## src/rtl/irq_ctrl.sv

```systemverilog
// External interrupt controller: synchronises and edge-detects interrupt lines,
// masks them with ENABLE and drives the meip/ack handshake towards the core.
module irq_ctrl #(
    parameter int NUM_IRQ = 8,
    parameter int GAP     = 2
) (
    input  logic               clk_i,
    input  logic               reset_i,
    input  logic [NUM_IRQ-1:0] irq_i,
    input  logic               ack_i,
    output logic               meip_o,
    output logic [4:0]         irq_id_o,
    input  logic               wen_i,
    input  logic [1:0]         addr_i,
    input  logic [31:0]        data_i,
    output logic [31:0]        data_o
);

    localparam logic [1:0]  ST_IDLE  = 2'd0;
    localparam logic [1:0]  ST_REQ   = 2'd1;
    localparam logic [1:0]  ST_GAP   = 2'd2;
    localparam logic [31:0] SRC_MASK = (NUM_IRQ >= 32) ? 32'hFFFF_FFFF
                                                       : ((32'd1 << NUM_IRQ) - 32'd1);
    localparam logic [3:0]  GAP_LOAD = 4'(GAP - 1);

    logic [NUM_IRQ-1:0] sync1_q, sync2_q, hist_q;
    logic [31:0] pending_q, pending_d, enable_q, enable_d;
    logic [31:0] edge_w, w1c_clr, ack_clr, active;
    logic [4:0]  claim_q, claim_d, cur_id_q, cur_id_d, first_id;
    logic [3:0]  cnt_q, cnt_d;
    logic [1:0]  state_q, state_d;
    logic        meip_q, meip_d;
    logic [31:0] data_q, data_d;
    logic        reg_we;

    // Source vectors are kept 32 bits wide; bits above NUM_IRQ are masked to constant 0.
    assign reg_we   = ~wen_i;
    assign edge_w   = 32'(sync2_q & ~hist_q);
    assign active   = pending_q & enable_q;
    assign w1c_clr  = (reg_we && addr_i == 2'd1) ? data_i : 32'd0;
    assign enable_d = (reg_we && addr_i == 2'd0) ? (data_i & SRC_MASK) : enable_q;

    always_comb begin
        first_id = 5'd0;
        for (int i = 31; i >= 0; i--) begin
            if (active[i]) first_id = 5'(i);
        end
    end

    always_comb begin
        state_d  = state_q;
        cur_id_d = cur_id_q;
        claim_d  = claim_q;
        cnt_d    = cnt_q;
        meip_d   = meip_q;
        ack_clr  = 32'd0;
        case (state_q)
            ST_IDLE: begin
                meip_d = 1'b0;
                if (|active) begin
                    cur_id_d = first_id;
                    state_d  = ST_REQ;
                    meip_d   = 1'b1;
                end
            end
            ST_REQ: begin
                if (ack_i) begin
                    ack_clr = 32'd1 << cur_id_q;
                    claim_d = cur_id_q;
                    cnt_d   = GAP_LOAD;
                    state_d = ST_GAP;
                    meip_d  = 1'b0;
                end else if (!active[cur_id_q]) begin
                    state_d = ST_IDLE;
                    meip_d  = 1'b0;
                end
            end
            ST_GAP: begin
                meip_d = 1'b0;
                if (cnt_q == 4'd0) state_d = ST_IDLE;
                else               cnt_d   = cnt_q - 4'd1;
            end
            default: begin
                state_d = ST_IDLE;
                meip_d  = 1'b0;
            end
        endcase
    end

    // A fresh edge beats a same-cycle W1C or ack clear.
    for (genvar gi = 0; gi < 32; gi++) begin : g_pend
        assign pending_d[gi] = SRC_MASK[gi] &
            ((pending_q[gi] & ~w1c_clr[gi] & ~ack_clr[gi]) | edge_w[gi]);
    end

    always_comb begin
        data_d = 32'd0;
        case (addr_i)
            2'd0: data_d = enable_q;
            2'd1: data_d = pending_q;
            2'd2: data_d = 32'(claim_q);
            2'd3: data_d = {24'd0, cur_id_q, state_q, meip_q};
            default: data_d = 32'd0;
        endcase
    end

    always_ff @(posedge clk_i or negedge reset_i) begin
        if (!reset_i) begin
            sync1_q   <= '0;
            sync2_q   <= '0;
            hist_q    <= '0;
            pending_q <= 32'd0;
            enable_q  <= 32'd0;
            claim_q   <= 5'd0;
            cur_id_q  <= 5'd0;
            cnt_q     <= 4'd0;
            state_q   <= ST_IDLE;
            meip_q    <= 1'b0;
            data_q    <= 32'd0;
        end else begin
            sync1_q   <= irq_i;
            sync2_q   <= sync1_q;
            hist_q    <= sync2_q;
            pending_q <= pending_d;
            enable_q  <= enable_d;
            claim_q   <= claim_d;
            cur_id_q  <= cur_id_d;
            cnt_q     <= cnt_d;
            state_q   <= state_d;
            meip_q    <= meip_d;
            data_q    <= data_d;
        end
    end

    assign meip_o   = meip_q;
    assign irq_id_o = cur_id_q;
    assign data_o   = data_q;

endmodule

```

## config.mk

```make
export PLATFORM = sky130hd
export DESIGN_NAME = irq_ctrl
export DESIGN_NICKNAME = d
export VERILOG_FILES = /design/src/rtl/irq_ctrl.sv
export SDC_FILE = /design/constraint.sdc
export NUM_CORES = 1
export LEC_CHECK = 0
export CAP_MARGIN = 20
export CELL_PAD_IN_SITES_DETAIL_PLACEMENT = 2
export CELL_PAD_IN_SITES_GLOBAL_PLACEMENT = 2
export CORE_UTILIZATION = 31
export DETAILED_ROUTE_END_ITERATION = 10
export PLACE_DENSITY = 0.94
export RECOVER_POWER = 25
export SYNTH_ARGS = -nofsm -noshare
export SYNTH_HDL_FRONTEND = slang
export SYNTH_SLANG_ARGS = --single-unit
```

## constraint.sdc

```tcl
create_clock -name clk_i -period 3.7 [get_ports clk_i]
set_input_delay 0.555 -clock clk_i [delete_from_list [all_inputs] [get_ports clk_i]]
set_output_delay 0.555 -clock clk_i [all_outputs]
set_load 0.05 [all_outputs]
```

# Yosys cells after proc, flatten, opt, wreduce, memory -nomap -nowiden
# Index checks and enable logic that the tools add are counted.
[classes]
reduce_logical = 11
eq_ne = 10
add_sub_neg = 1
n_shift = 1
muxes = 50
n_div = 0
bitwise_logic = 44
order_cmp = 1
mul = 0
[ops]
columns = ["cell", "n"]
rows = [
  ["$mux W5", 32],
  ["$pmux W32 S4", 1],
  ["$reduce_or A32 Y1", 1],
  ["$mux W8", 3],
  ["$not A1 Y1", 17],
  ["$and A1 B1 Y1", 16],
  ["$and A8 B8 Y8", 2],
  ["$mux W2", 4],
  ["$mux W4", 2],
  ["$ne A2 B2 Y1 const B", 4],
  ["$not A8 Y8", 1],
  ["$or A1 B1 Y1", 8],
  ["$pmux W4 S2", 1],
  ["$shl A1 B5 Y8 const A", 1],
  ["$eq A2 B2 Y1 const B", 3],
  ["$lt A5 B6 Y1 const B", 1],
  ["$pmux W2 S3", 1],
  ["$reduce_and A3 Y1", 2],
  ["$bmux W1 S5", 1],
  ["$eq A2 B1 Y1 const B", 2],
  ["$logic_not A2 Y1", 2],
  ["$logic_not A4 Y1", 1],
  ["$mux W1", 4],
  ["$reduce_and A2 Y1", 2],
  ["other kinds (5)", 6],
]
[word_totals]
wordCells = 129
mem_bits_rw = 0
out_inout_bits = 38
regBits = 89
mem_count = 0
latch_bits = 0
mem_bits_ro = 0
in_bits = 46

# Longest topological paths before layout
[logic_depth]
depth_word = 32
depth_mapped = 6
mapped_depth_nobuf = 6

# Least setup slack after synthesis
# No wires, ideal clock.
[synth_path]
kind = "flip-flop to flip-flop"
start = "register cur_id_q[0], in the netlist irq_id_o[0]"
end = "register meip_q, in the netlist meip_o"
arrival_time_ps = 1618
setup_time_ps = 66
synth_period_minus_slack_ps = 1684
path_slack_ps = 2016
required_time_ps = 3634
stages_incl_launch_ff = 5
path_cell_list = "dfrtp_1 -> buf_6 -> mux4_2 -> mux2i_1 -> a31o_1"
[synth_between]
elab_chain_cells = 3
[synth_rtl]
columns = ["item", "line", "source"]
rows = [
  ["start: declaration", "29", "logic [4:0] claim_q, claim_d, cur_id_q, cur_id_d, first_id;"],
  ["start signal: assignment", "127", "cur_id_q <= cur_id_d;"],
  ["$bmux W1 S5", "73", "end else if (!active[cur_id_q]) begin"],
  ["$mux W1 (not written as such)", "73", ""],
  ["$ne A3 B3 Y1 (no source line)", "--", ""],
  ["end signal: assignment", "130", "meip_q <= meip_d;"],
  ["end: declaration", "32", "logic meip_q, meip_d;"],
]
# Every way passes these cells. The select of a mux whose other input is x is not followed.
# A chain may end at the register's enable or synchronous reset.

# Worst setup path after layout
[layout_path]
start = "register cur_id_q[0], in the netlist irq_id_o[0]"
end = "output port irq_id_o[0]"
[layout_rtl]
columns = ["item", "line", "source"]
rows = [
  ["end: declaration", "12", "output logic [4:0] irq_id_o,"],
]
# No word-level cell between the ends.

==> summary.md <==
| Metric | Value |
|---|---|
| Main combinational cell family by area after synthesis | multiplexers |
| Clock power share | 26.0% |
| Status | finished with violations |
| Post-Place Cells | 348 |
| Seq/Total Area, Yosys | 58.5% |
| Area growth from synthesis to layout | 20.3% |
| Synthesis Warnings | 0 |
| CP endpoint kind | output pin |
| Post-synthesis xor/xnor area fraction | 0.671% |
| Hpwl dp | 4410 um |
| Total track usage | 16.2% |
| Worst Setup Path Type | flop to output pin |
| Vias in the first global route | 1922 |
| Failing checks | max-capacitance violations, max-slew violations |
| Routed Antenna Nets | 0 |
| Setup Skew | 11.3 ps |
| Net switching fraction of the power | 39.2% |
| Place WS | 1000 ps |
| First-pass GRT wire length | 10200 um |
| Slew @ Worst Pin | 2390 ps |
| Post-synthesis simple-gate area fraction | 10.3% |
| TNS Setup | 0 ps |
| Post-route clock period utilization | 65.4% |
| Post-synth EDFFs | 0 |
| Crit path largest cell delay | 890 ps |
| CP Cell Sequence | clkdlybuf4s50_1 |
| Die width | 93.8 um |
| Vias per cell | 4.78 |
| PnR Total Power | 0.00234 W |
| Net Sw Power | 0.000915 W |
| Share of cells above drive strength 1 | 13.9% |
| Hold Fails Final Rpt | 0 |
| Clock tree buffer depth | 2 |
| Synth Flop Type | dfrtp_1 |
| Post-synth top area share | 58.5% |
| Post-Syn Instances | 215 |
| Post_cts resized | 0 |
| Final Setup Violations | 0 |
| Hold buffers post-CTS | 0 |
| Post-synth cell types | 41 |
| FFs w/ async S/R, synth | 100% |
| Buffers on Ports | 33 |
| WP buf/inv | 1 |
| Final setup margin | 1280 ps |
| Synthesis-stage register bit count | 61 |
| RSZ-0062 raised after global routing | no |
| Clock network latency to the later pin of the worst-skew pair | 350 ps |
| Critical Path AT | 1860 ps |
| DR pass1 iterations | 4 |
| Maximum VDD drop | 0.264 mV |
| Internal | 0.00142 W |
| Initial Util | 31.9% |
| Combinational share of power | 32.3% |
| Post-Syn Area per Cell | 12.1 sq um |
| FP Rows | 33 |
| Adder-cell area share of the yosys netlist | 0.479% |
| F_max | 0.413 GHz |
| Drt total wl | 6360 um |
| Full die area | 8790 sq um |
| Die Y | 93.8 um |
| TritonCTS clock tree | yes |
| Root Driver | clkbuf_8 |
| Sink Count | 61 |
| Startpoint Class | flop |
| Nets | 301 |
| Most common cell in the synthesized netlist | dfrtp_1 |
| H-tree levels | 3 |
| Worst path slowest cell | clkdlybuf4s50_1 |
| Post-route insts no fill | 364 |
| PD cells | 744 nW/um^2 |
| Yosys top cell by area | dfrtp_1 |
| HP Class | flop to flop |
| Mux cell area share after synthesis | 11.0% |
| Vias | 1741 |
| Routed wire length per instance | 17.5 um |
| Drt first-iter violations | 67 |
| Post-CTS Setup Bufs | 0 |
| Final Max Tran Viols | 44 |
| Total gr overflow | 0 |
| Clock-pin slew on the worst setup and hold paths | 70 ps |
| Complex-gate fraction of the synthesized area | 8.77% |
| Worst path top cell family by delay | buffers and inverters |
| Maximum fanout along the worst path | 11 |
| Share of total power in sequential cells | 41.7% |
| Max_slew headroom | -59.6% |
| Initial antenna violation count | 0 |
| Lkg Pwr | 1.37 nW |
| Core Area | 8180 sq um |
| Final worst path period need | 2420 ps |
| Max-cap violations | 1 |
| Top post-synthesis cells by area | dfrtp_1, buf_4, nand2_1, mux2_2, mux4_2 |
| Synthesized cell area | 2610 sq um |
| DRC viols | 0 |
| Top cells by count, synth | dfrtp_1, nand2_1, buf_4 |
| Inserted Diodes | 0 |
| GP Congestion | 0.754 |
| WP data required | 3140 ps |
| Largest net degree at the start of global routing | 44 |
| Top Ports | 84 |
| TritonCTS buffer count | 9 |
==> state kept, by name, indices dropped and copies added (netlist names), 2 cells and up <==
register	cells
claim_q	3
cnt_q	4
data_o	8
enable_q	8
hist_q	8
irq_id_o	3
pending_q	8
state_q	2
sync1_q	8
sync2_q	8
==> power groups by stage <==
stage,logic (W),clock network (W),registers [W]
finish,0.000755,0.000608,0.000974
global route,0.000807,0.000655,0.000993
CTS,0.000763,0.000625,0.000973
detailed placement,0.000751,0,0.000980
global placement,0.000713,0,0.000960
floorplan,0.000435,0,0.00106
==> routing by layer <==
metal  vias up  GRT usage, %  wire, um
met1       901          17.4      2500
met3        12          4.13       273
li1        769             -         -
met5         -             0         0
met4         0          8.21       123
met2        59          29.3      3470
==> final timing paths <==
check,startpoint,end,slack (ps),cells after the start
max,irq_id_o[0],irq_id_o[0],1280,1
min,sync1_q[1],sync2_q[1],350,0
max reg2reg,state_q[1],pending_q[0],1950,4
min reg2reg,sync1_q[1],sync2_q[1],350,0
max in group asynchronous,reset_i,pending_q[5],1400,1
min in group asynchronous,reset_i,cnt_q[3],920,1
==> cells by family after synthesis <==
logic type	after synthesis
and+or+nand+nor	55
AOI/OAI and AO/OA	33
adders and majority gates	1
buffers and inverters	41
DFF	61
muxes	21
other	1
xor gates and xnor gates	2
==> final cells by class <==
| cell class | count | area, sq um |
|---|---|---|
| inverters | 10 | 37.5 |
| flip-flops and latches | 61 | 1530 |
| fillers | 871 | 5030 |
| clock buffers | 10 | 138 |
| clock inverters | 6 | 62.6 |
| repair buffers | 34 | 332 |
| multi-input cells | 138 | 915 |
| well taps | 105 | 131 |
==> cells in the final DEF (no fill, tap or decap), drive strengths merged, types with 2 or more instances in the layout <==
cell type	n
o311ai	2
a21oi	3
dfrtp	61
nor2	6
nand2	30
mux2i	7
nor3b	3
mux2	9
conb	26
mux4	5
nand2b	4
o21a	2
clkbuf	11
nor3	2
clkinv	2
clkinvlp	3
o21ai	12
inv	10
o211ai	6
clkdlybuf4s50	24
dlygate4sd3	8
nand3	5
==> metrics by stage <==
step	area (sq um)	hold slack, ps	util, %
floorplan	2710	259	-
global placement	2940	334	36.0
detailed placement	2940	339	36.0
CTS	3140	356	38.4
global route	3140	362	38.4
finish	3140	352	38.4
(Power assumes the default switching activity.)
